--- config.mk ---
export PLATFORM = sky130hd
export DESIGN_NAME = bypass_scoreboard
export DESIGN_NICKNAME = d
export VERILOG_FILES = /design/src/rtl/bypass_scoreboard.sv
export SDC_FILE = /design/constraint.sdc
export NUM_CORES = 2
export LEC_CHECK = 0
export BUFFER_PORTS_ARGS = -buffer_cell sky130_fd_sc_hd__buf_2
export CORE_ASPECT_RATIO = 1.75
export CORE_MARGIN = 2
export CORE_UTILIZATION = 40
export CTS_BUF_LIST = sky130_fd_sc_hd__clkbuf_8
export CTS_CLUSTER_SIZE = 40
export DETAILED_ROUTE_END_ITERATION = 6
export PLACE_DENSITY = 0.56
export SYNTH_ARGS = -nofsm -noshare
export SYNTH_HDL_FRONTEND = slang
export SYNTH_SLANG_ARGS = --single-unit
export TNS_END_PERCENT = 30
--- constraint.sdc ---
create_clock -name clk -period 8.7 [get_ports clk]
set_clock_uncertainty 0.15 [all_clocks]
set_input_delay 0.435 -clock clk [delete_from_list [all_inputs] [get_ports clk]]
set_output_delay 0.435 -clock clk [all_outputs]
set_load 0.02 [all_outputs]
--- src/rtl/bypass_scoreboard.sv ---
// Operand-forwarding scoreboard: tracks in-flight destinations per stage/lane, forwards the
// youngest matching result to each read port, flags not-yet-ready producers and retires in order.

module bypass_entry #(
  parameter int XLEN  = 64,
  parameter int SW    = 2,
  parameter int STAGE = 0
) (
  input  logic            v,
  input  logic            wen,
  input  logic            rdy,
  input  logic            kill,
  input  logic            res_valid,
  input  logic [SW-1:0]   res_stage,
  input  logic [XLEN-1:0] data,
  input  logic [XLEN-1:0] res_data,
  output logic            live,
  output logic            prod,
  output logic            rdy_eff,
  output logic [XLEN-1:0] data_eff
);
  logic res_hit;

  // A flushed entry drops any result aimed at it in the same cycle.
  assign live     = v & ~kill;
  assign prod     = live & wen;
  assign res_hit  = res_valid & prod & (res_stage == SW'(STAGE));
  assign rdy_eff  = rdy | res_hit;
  assign data_eff = res_hit ? res_data : data;
endmodule

module bypass_port #(
  parameter int XLEN    = 64,
  parameter int RIW     = 5,
  parameter int NSTAGES = 4,
  parameter int NLANES  = 2
) (
  input  logic [RIW-1:0]                          idx,
  input  logic [XLEN-1:0]                         rf,
  input  logic [NSTAGES-1:0][NLANES-1:0]          prod,
  input  logic [NSTAGES-1:0][NLANES-1:0]          rdy,
  input  logic [NSTAGES-1:0][NLANES-1:0][RIW-1:0] rd,
  input  logic [NSTAGES-1:0][NLANES-1:0][XLEN-1:0] data,
  output logic [XLEN-1:0]                         op,
  output logic                                    hit,
  output logic                                    pend
);
  logic            found;
  logic            f_rdy;
  logic [XLEN-1:0] f_data;

  // Scan oldest to youngest so the last match written is the youngest producer.
  always_comb begin
    found  = 1'b0;
    f_rdy  = 1'b0;
    f_data = '0;
    for (int s = NSTAGES - 1; s >= 0; s--) begin
      for (int l = 0; l < NLANES; l++) begin
        if (prod[s][l] && (rd[s][l] == idx) && (idx != '0)) begin
          found  = 1'b1;
          f_rdy  = rdy[s][l];
          f_data = data[s][l];
        end
      end
    end
  end

  assign hit  = found & f_rdy;
  assign pend = found & ~f_rdy;
  assign op   = hit ? f_data : rf;
endmodule

module bypass_scoreboard #(
  parameter int XLEN    = 64,
  parameter int NLANES  = 2,
  parameter int NSTAGES = 4,
  parameter int NRD     = 4,
  parameter int RIW     = 5
) (
  input  logic                                clk,
  input  logic                                rst_n,
  input  logic                                adv,
  input  logic [NLANES-1:0]                   issue_valid,
  input  logic [NLANES-1:0]                   issue_wen,
  input  logic [NLANES*RIW-1:0]               issue_rd,
  input  logic [NLANES-1:0]                   res_valid,
  input  logic [NLANES*$clog2(NSTAGES)-1:0]   res_stage,
  input  logic [NLANES*XLEN-1:0]              res_data,
  input  logic [NSTAGES-1:0]                  flush_mask,
  input  logic [NRD*RIW-1:0]                  rd_idx,
  input  logic [NRD*XLEN-1:0]                 rf_data,
  output logic [NRD*XLEN-1:0]                 op_data,
  output logic [NRD-1:0]                      op_hit,
  output logic                                stall,
  output logic [NLANES-1:0]                   ret_valid,
  output logic [NLANES*RIW-1:0]               ret_rd,
  output logic [NLANES*XLEN-1:0]              ret_data
);
  localparam int SW = $clog2(NSTAGES);

  typedef struct packed {
    logic            v;
    logic            wen;
    logic [RIW-1:0]  rd;
    logic            rdy;
    logic [XLEN-1:0] data;
  } entry_t;

  entry_t [NSTAGES-1:0][NLANES-1:0]          ent;
  entry_t [NSTAGES-1:0][NLANES-1:0]          upd;
  logic   [NSTAGES-1:0][NLANES-1:0]          live;
  logic   [NSTAGES-1:0][NLANES-1:0]          prod;
  logic   [NSTAGES-1:0][NLANES-1:0]          rdy_eff;
  logic   [NSTAGES-1:0][NLANES-1:0][RIW-1:0] ent_rd;
  logic   [NSTAGES-1:0][NLANES-1:0][XLEN-1:0] data_eff;

  logic [NLANES-1:0][RIW-1:0]  i_rd;
  logic [NLANES-1:0][SW-1:0]   r_stage;
  logic [NLANES-1:0][XLEN-1:0] r_data;
  logic [NLANES-1:0][RIW-1:0]  t_rd;
  logic [NLANES-1:0][XLEN-1:0] t_data;
  logic [NLANES-1:0]           ret_bad;

  logic [NRD-1:0][RIW-1:0]  idx;
  logic [NRD-1:0][XLEN-1:0] rf;
  logic [NRD-1:0][XLEN-1:0] op;
  logic [NRD-1:0]           pend;

  assign i_rd    = issue_rd;
  assign r_stage = res_stage;
  assign r_data  = res_data;
  assign idx     = rd_idx;
  assign rf      = rf_data;

  for (genvar s = 0; s < NSTAGES; s++) begin : g_stage
    for (genvar l = 0; l < NLANES; l++) begin : g_lane
      bypass_entry #(.XLEN(XLEN), .SW(SW), .STAGE(s)) u_ent (
        .v        (ent[s][l].v),
        .wen      (ent[s][l].wen),
        .rdy      (ent[s][l].rdy),
        .kill     (flush_mask[s]),
        .res_valid(res_valid[l]),
        .res_stage(r_stage[l]),
        .data     (ent[s][l].data),
        .res_data (r_data[l]),
        .live     (live[s][l]),
        .prod     (prod[s][l]),
        .rdy_eff  (rdy_eff[s][l]),
        .data_eff (data_eff[s][l])
      );
    end
  end

  // Post-flush, post-result view of every entry; this is what holds or shifts.
  always_comb begin
    upd    = '0;
    ent_rd = '0;
    for (int s = 0; s < NSTAGES; s++) begin
      for (int l = 0; l < NLANES; l++) begin
        ent_rd[s][l] = ent[s][l].rd;
        upd[s][l]    = '{v: live[s][l], wen: ent[s][l].wen, rd: ent[s][l].rd,
                         rdy: rdy_eff[s][l], data: data_eff[s][l]};
      end
    end
  end

  for (genvar p = 0; p < NRD; p++) begin : g_port
    bypass_port #(.XLEN(XLEN), .RIW(RIW), .NSTAGES(NSTAGES), .NLANES(NLANES)) u_port (
      .idx (idx[p]),
      .rf  (rf[p]),
      .prod(prod),
      .rdy (rdy_eff),
      .rd  (ent_rd),
      .data(data_eff),
      .op  (op[p]),
      .hit (op_hit[p]),
      .pend(pend[p])
    );
  end

  assign op_data = op;
  assign stall   = |pend;

  always_comb begin
    ret_valid = '0;
    t_rd      = '0;
    t_data    = '0;
    ret_bad   = '0;
    for (int l = 0; l < NLANES; l++) begin
      ret_bad[l] = adv & prod[NSTAGES-1][l] & ~rdy_eff[NSTAGES-1][l];
      if (adv && prod[NSTAGES-1][l] && rdy_eff[NSTAGES-1][l]) begin
        ret_valid[l] = 1'b1;
        t_rd[l]      = ent[NSTAGES-1][l].rd;
        t_data[l]    = data_eff[NSTAGES-1][l];
      end
    end
  end

  assign ret_rd   = t_rd;
  assign ret_data = t_data;

  always_ff @(posedge clk) begin
    if (!rst_n) begin
      ent <= '0;
    end else if (adv) begin
      for (int l = 0; l < NLANES; l++) begin
        if (issue_valid[l] && !flush_mask[0])
          ent[0][l] <= '{v: 1'b1, wen: issue_wen[l], rd: i_rd[l], rdy: 1'b0, data: '0};
        else
          ent[0][l] <= '0;
      end
      for (int s = 1; s < NSTAGES; s++) ent[s] <= upd[s-1];
    end else begin
      ent <= upd;
    end
  end

  // Upstream must never let a producer leave the last stage without its result.
  a_retire_ready: assert property (@(posedge clk) disable iff (!rst_n) ret_bad == '0);
endmodule

==> impl_metrics.yaml, run 1 <==
placed_design:
  io_buffers: 831
  dp_hpwl_um: 310000
  gp_congestion: 1.19
logic_synthesis:
  synth_edf_count: 0
  yosys-top-cells-area: "dfxtp_1 (24%), mux2i_1 (16%), o21ai_0 (5.7%)"
  ys_async_sr_fraction_pct: 0
  synthCells: 6510
  synthFlopType: "dfxtp_1"
  synth_area_um2: 48700
  yosys_warnings: 0
  yosysTopAreaCellShare_pct: 23.7
  ys_types: 72
  synth_common_cells: "mux2i_1 (800), nor2_1 (626), nand2_1 (581), dfxtp_1 (576), o21ai_0 (550)"
  synth_top_area_cell: "dfxtp_1"
  yosys_register_bits: 576
  synthMostInstantiatedCell: "mux2i_1"
  synth_fp_nets: 6941
  ys_seq_area_share_pct: 23.7
  syn_area_per_cell_um2: 7.48
clock_tree:
  numCtsBuffers: 95
  htreeDepth: 3
  postCtsSetupBuffers: 0
  cts_num_sinks: 576
  cts.path.max_buffers: 3
  cts_resized: 0
  root_buffer: "clkbuf_8"
grt:
  grt_pass1_wl_um: 728000
  grt_max_degree: 136
  gr-usage-all-layers_pct: 80.8
  grt_pass1_vias: 74200
  grt-ovfl-total: 2663
floorplan:
  floorplan.initialDensity_pct: 40.3
  num_rows: 169
  die_h_um: 466
  io_pins: 832
  die_w_um: 268
outcome:
  stop_stage: "5_1_grt"
  status: "did not finish"
  tool.error: "[ERROR GRT-0116] Global routing finished with congestion. Check the congestion regions in the DRC Viewer."
[kinds of logic after synthesis]
group | count (synthesis) | share of synthesized area, %
AO/OA/AOI/OAI | 1959 | 26.4
XOR/XNOR | 161 | 2.90
buffers and inverters | 725 | 5.88
flip-flops | 576 | 23.7
multiplexers | 958 | 20.3
AND/OR/NAND/NOR | 2131 | 20.8
[repair_timing]
item / CTS
endpoints found under the setup margin: 0
hold buffers: 98
hold endpoints to repair: 147
[through the flow]
step	worst slack, ps	cell area [um^2]	std cells	hold WS, ps
CTS	2100	59300	8965	0.572
global placement	2680	56300	8697	342
detailed placement	2620	56300	8697	347
floorplan	4830	48700	6510	323
[layer usage]
| layer | overflow | global-route usage [%] |
|---|---|---|
| met1 | 85 | 79.7 |
| met2 | 1631 | 98.2 |
| met3 | 110 | 65.1 |
| met4 | 819 | 81.0 |
| met5 | 18 | 37.1 |
==> run 2: changes to the inputs <==
==> config.mk (replaced) <==
export PLATFORM = sky130hd
export DESIGN_NAME = bypass_scoreboard
export DESIGN_NICKNAME = d
export VERILOG_FILES = /design/src/rtl/bypass_scoreboard.sv
export SDC_FILE = /design/constraint.sdc
export NUM_CORES = 2
export LEC_CHECK = 0
export BUFFER_PORTS_ARGS = -buffer_cell sky130_fd_sc_hd__buf_2
export CORE_MARGIN = 2
export CORE_UTILIZATION = 25
export DETAILED_ROUTE_END_ITERATION = 6
export PLACE_DENSITY_LB_ADDON = 0.15
export SYNTH_ARGS = -nofsm -noshare
export SYNTH_HDL_FRONTEND = slang
export SYNTH_SLANG_ARGS = --single-unit
export TNS_END_PERCENT = 30
==> impl_metrics.yaml, run 2 <==
pwr:
  p_leak_nw: 22.3
  p_per_area_nw_per_um2: 121
  p_total_mw: 7.07
  vdd_drop_max_mv: 0.138
clock_tree:
  postCtsSetupBuffers: 0
  root_buffer: "clkbuf_16"
  cts_hold_buf: 21
  cts_tree: "built"
  cts.path.max_buffers: 3
  cts_resized: 0
  htreeDepth: 3
  clkTransAtPathRegs_ps: 60
  numCtsBuffers: 81
  clk_latency_ps: 770
  cts_num_sinks: 576
sta:
  finalSetupViolCount: 0
  timing.final.crit_share_pct: 78.3
  slew_violations: 1
  rsz0062_at_grt: "no"
  worst_pin_slew_ps: 1700
  final.setup.worst_slack_ps: 1890
  tns_ps: 0
  final.min_clock_period_ps: 6810
  final_hold_viol_count: 0
  max_slew_margin_pct: -13.5
  maxClockFrequency_ghz: 0.147
logic_synthesis:
  synthCells: 6510
  synth_area_um2: 48700
  synth_top_area_cell: "dfxtp_1"
  ys_seq_area_share_pct: 23.7
  synth_fp_nets: 6941
  yosys_warnings: 0
  synth_edf_count: 0
  syn_area_per_cell_um2: 7.48
  ys_types: 72
  ys_async_sr_fraction_pct: 0
  yosysTopAreaCellShare_pct: 23.7
  synthMostInstantiatedCell: "mux2i_1"
  yosys_register_bits: 576
  synth_common_cells: "mux2i_1 (800), nor2_1 (626), nand2_1 (581), dfxtp_1 (576), o21ai_0 (550)"
  synthFlopType: "dfxtp_1"
  yosys-top-cells-area: "dfxtp_1 (24%), mux2i_1 (16%), o21ai_0 (5.7%)"
layout:
  final_common_cell: "buf_2"
  top_register: "ent"
  largest_reg_flops: 576
  area_growth_pct: 20.3
  fin_nets: 7377
  largestRegisters: "ent: 576 flops"
  final_cell_mix: "buf_2 (829), mux2i_1 (795), nor2_1 (614), dfxtp_1 (576), nand2_1 (574)"
  drive_above_1_share_pct: 20.7
critical_path:
  worstPathArrival_ps: 6230
  cpPeakStageDelay_ps: 790
  critPathLaunchType: "input pin"
  worstSetupPathType: "in2out"
  cp.required_ps: 8120
  end_kind: "primary output"
  cp_slowest_cell: "o21ai_4"
  path_delay_family: "simple AND/OR/NAND/NOR gates"
  worst-path-max-fanout: 50
  cp_num_buf_inv: 5
  cp_cell_sequence: "dlygate4sd3_1, buf_2, nand3b_1, or4_1, or4_2, buf_4, nand3_1, o211ai_1, o21ai_4, buf_4, nand2_1, o31ai_1, buf_2"
grt:
  antenna_found_initial: 118
  gr-usage-all-layers_pct: 36.5
  grt_max_degree: 130
  grt_pass1_wl_um: 502000
  grt-ovfl-total: 0
  grt_pass1_vias: 53600
placed_design:
  pre_cts_slack_ps: 2290
  dp_hpwl_um: 255000
  io_buffers: 831
  gp_congestion: 0.991
floorplan:
  fp.coreArea_um2: 194000
  die_h_um: 445
  dieArea_um2: 198000
  floorplan.initialDensity_pct: 25.1
  die_w_um: 445
  io_pins: 832
  num_rows: 162
min_path:
  hold_path.class: "in2reg"
route:
  drt-met1-wl_um: 151000
  met2_length_um: 148000
  ant_nets: 0
  num_vias: 61900
  drt_iter0_drc: 11000
  wl_um: 384000
  routed.top_layer: "met5"
  drc_errors: 13
  wl_per_cell_um: 40.0
  wl_met3_um: 54600
  viasPerCell: 6.45
  dr.pass1.iters: 7
outcome:
  status: "complete, but fails checks"
  violations: "DRC, capacitance limit, slew limit"
job:
  cap_viol_max_count: 1
run 2: cell counts after synthesis:
No cell type changed its count.
run 2: cell families after synthesis:
kind of cell / count (synthesis) / share of synthesized area, %
buffers and inverters: 725 / 5.88
AOI/OAI and AO/OA: 1959 / 26.4
and+or+nand+nor: 2131 / 20.8
DFF: 576 / 23.7
xor gates and xnor gates: 161 / 2.90
muxes: 958 / 20.3
run 2: power by group:
group          total [mW]  switching [mW]  internal (mW)
Sequential           2.69          0.0180           2.67
Combinational       0.828           0.542          0.285
Clock                3.56            1.55           2.00
Total                7.07            2.11           4.96
run 2: worst reg2reg max path: stages, from the launching register on:
cell and delay, ps:
dfxtp_1 320, nand3b_1 480, or4b_4 620, buf_4 520
buf_4 780, mux2i_1 740, mux2i_1 140, and2_1 190
run 2: cell type report:
| type | instances | area (um^2) |
|---|---|---|
| clock buffers | 107 | 2230 |
| flip-flops and latches | 576 | 11500 |
| repair buffers | 1068 | 6220 |
| fillers | 21200 | 136000 |
| diodes | 45 | 113 |
| multi-input cells | 5209 | 34800 |
| well taps | 2542 | 3180 |
| clock inverters | 39 | 472 |
| inverters | 10 | 37.5 |
run 2: metrics by stage:
stage / area (um^2) / cells / hold slack (ps) / util [%]
5_1_grt: 58500 / 9562 / 58.5 / 30.1
6_report: 58600 / 9596 / 35.8 / 30.2
3_3_place_gp: 55500 / 9383 / 350 / 28.6
2_1_floorplan: 48700 / 6510 / 323 / -
4_1_cts: 58500 / 9550 / 0.866 / 30.1
3_5_place_dp: 55600 / 9383 / 356 / 28.6
run 2: path summary, 6_finish.rpt:
check,from,endpoint,slack [ps],cells after the start
setup / recovery,flush_mask[1],op_data[33],1890,13
hold / removal,res_data[50],ent[482],40,3
setup reg to reg,ent[71],ent[182],4670,7
hold reg to reg,ent[70],ent[70],380,1
run 2: layer usage:
layer | GRT usage, % | up-vias
met3 | 15.1 | 1400
met1 | 47.1 | 30300
li1 | - | 24800
met5 | 0.171 | -
met2 | 49.6 | 5339
met4 | 22.7 | 100
Note: power is estimated with default switching activity, not from simulation.
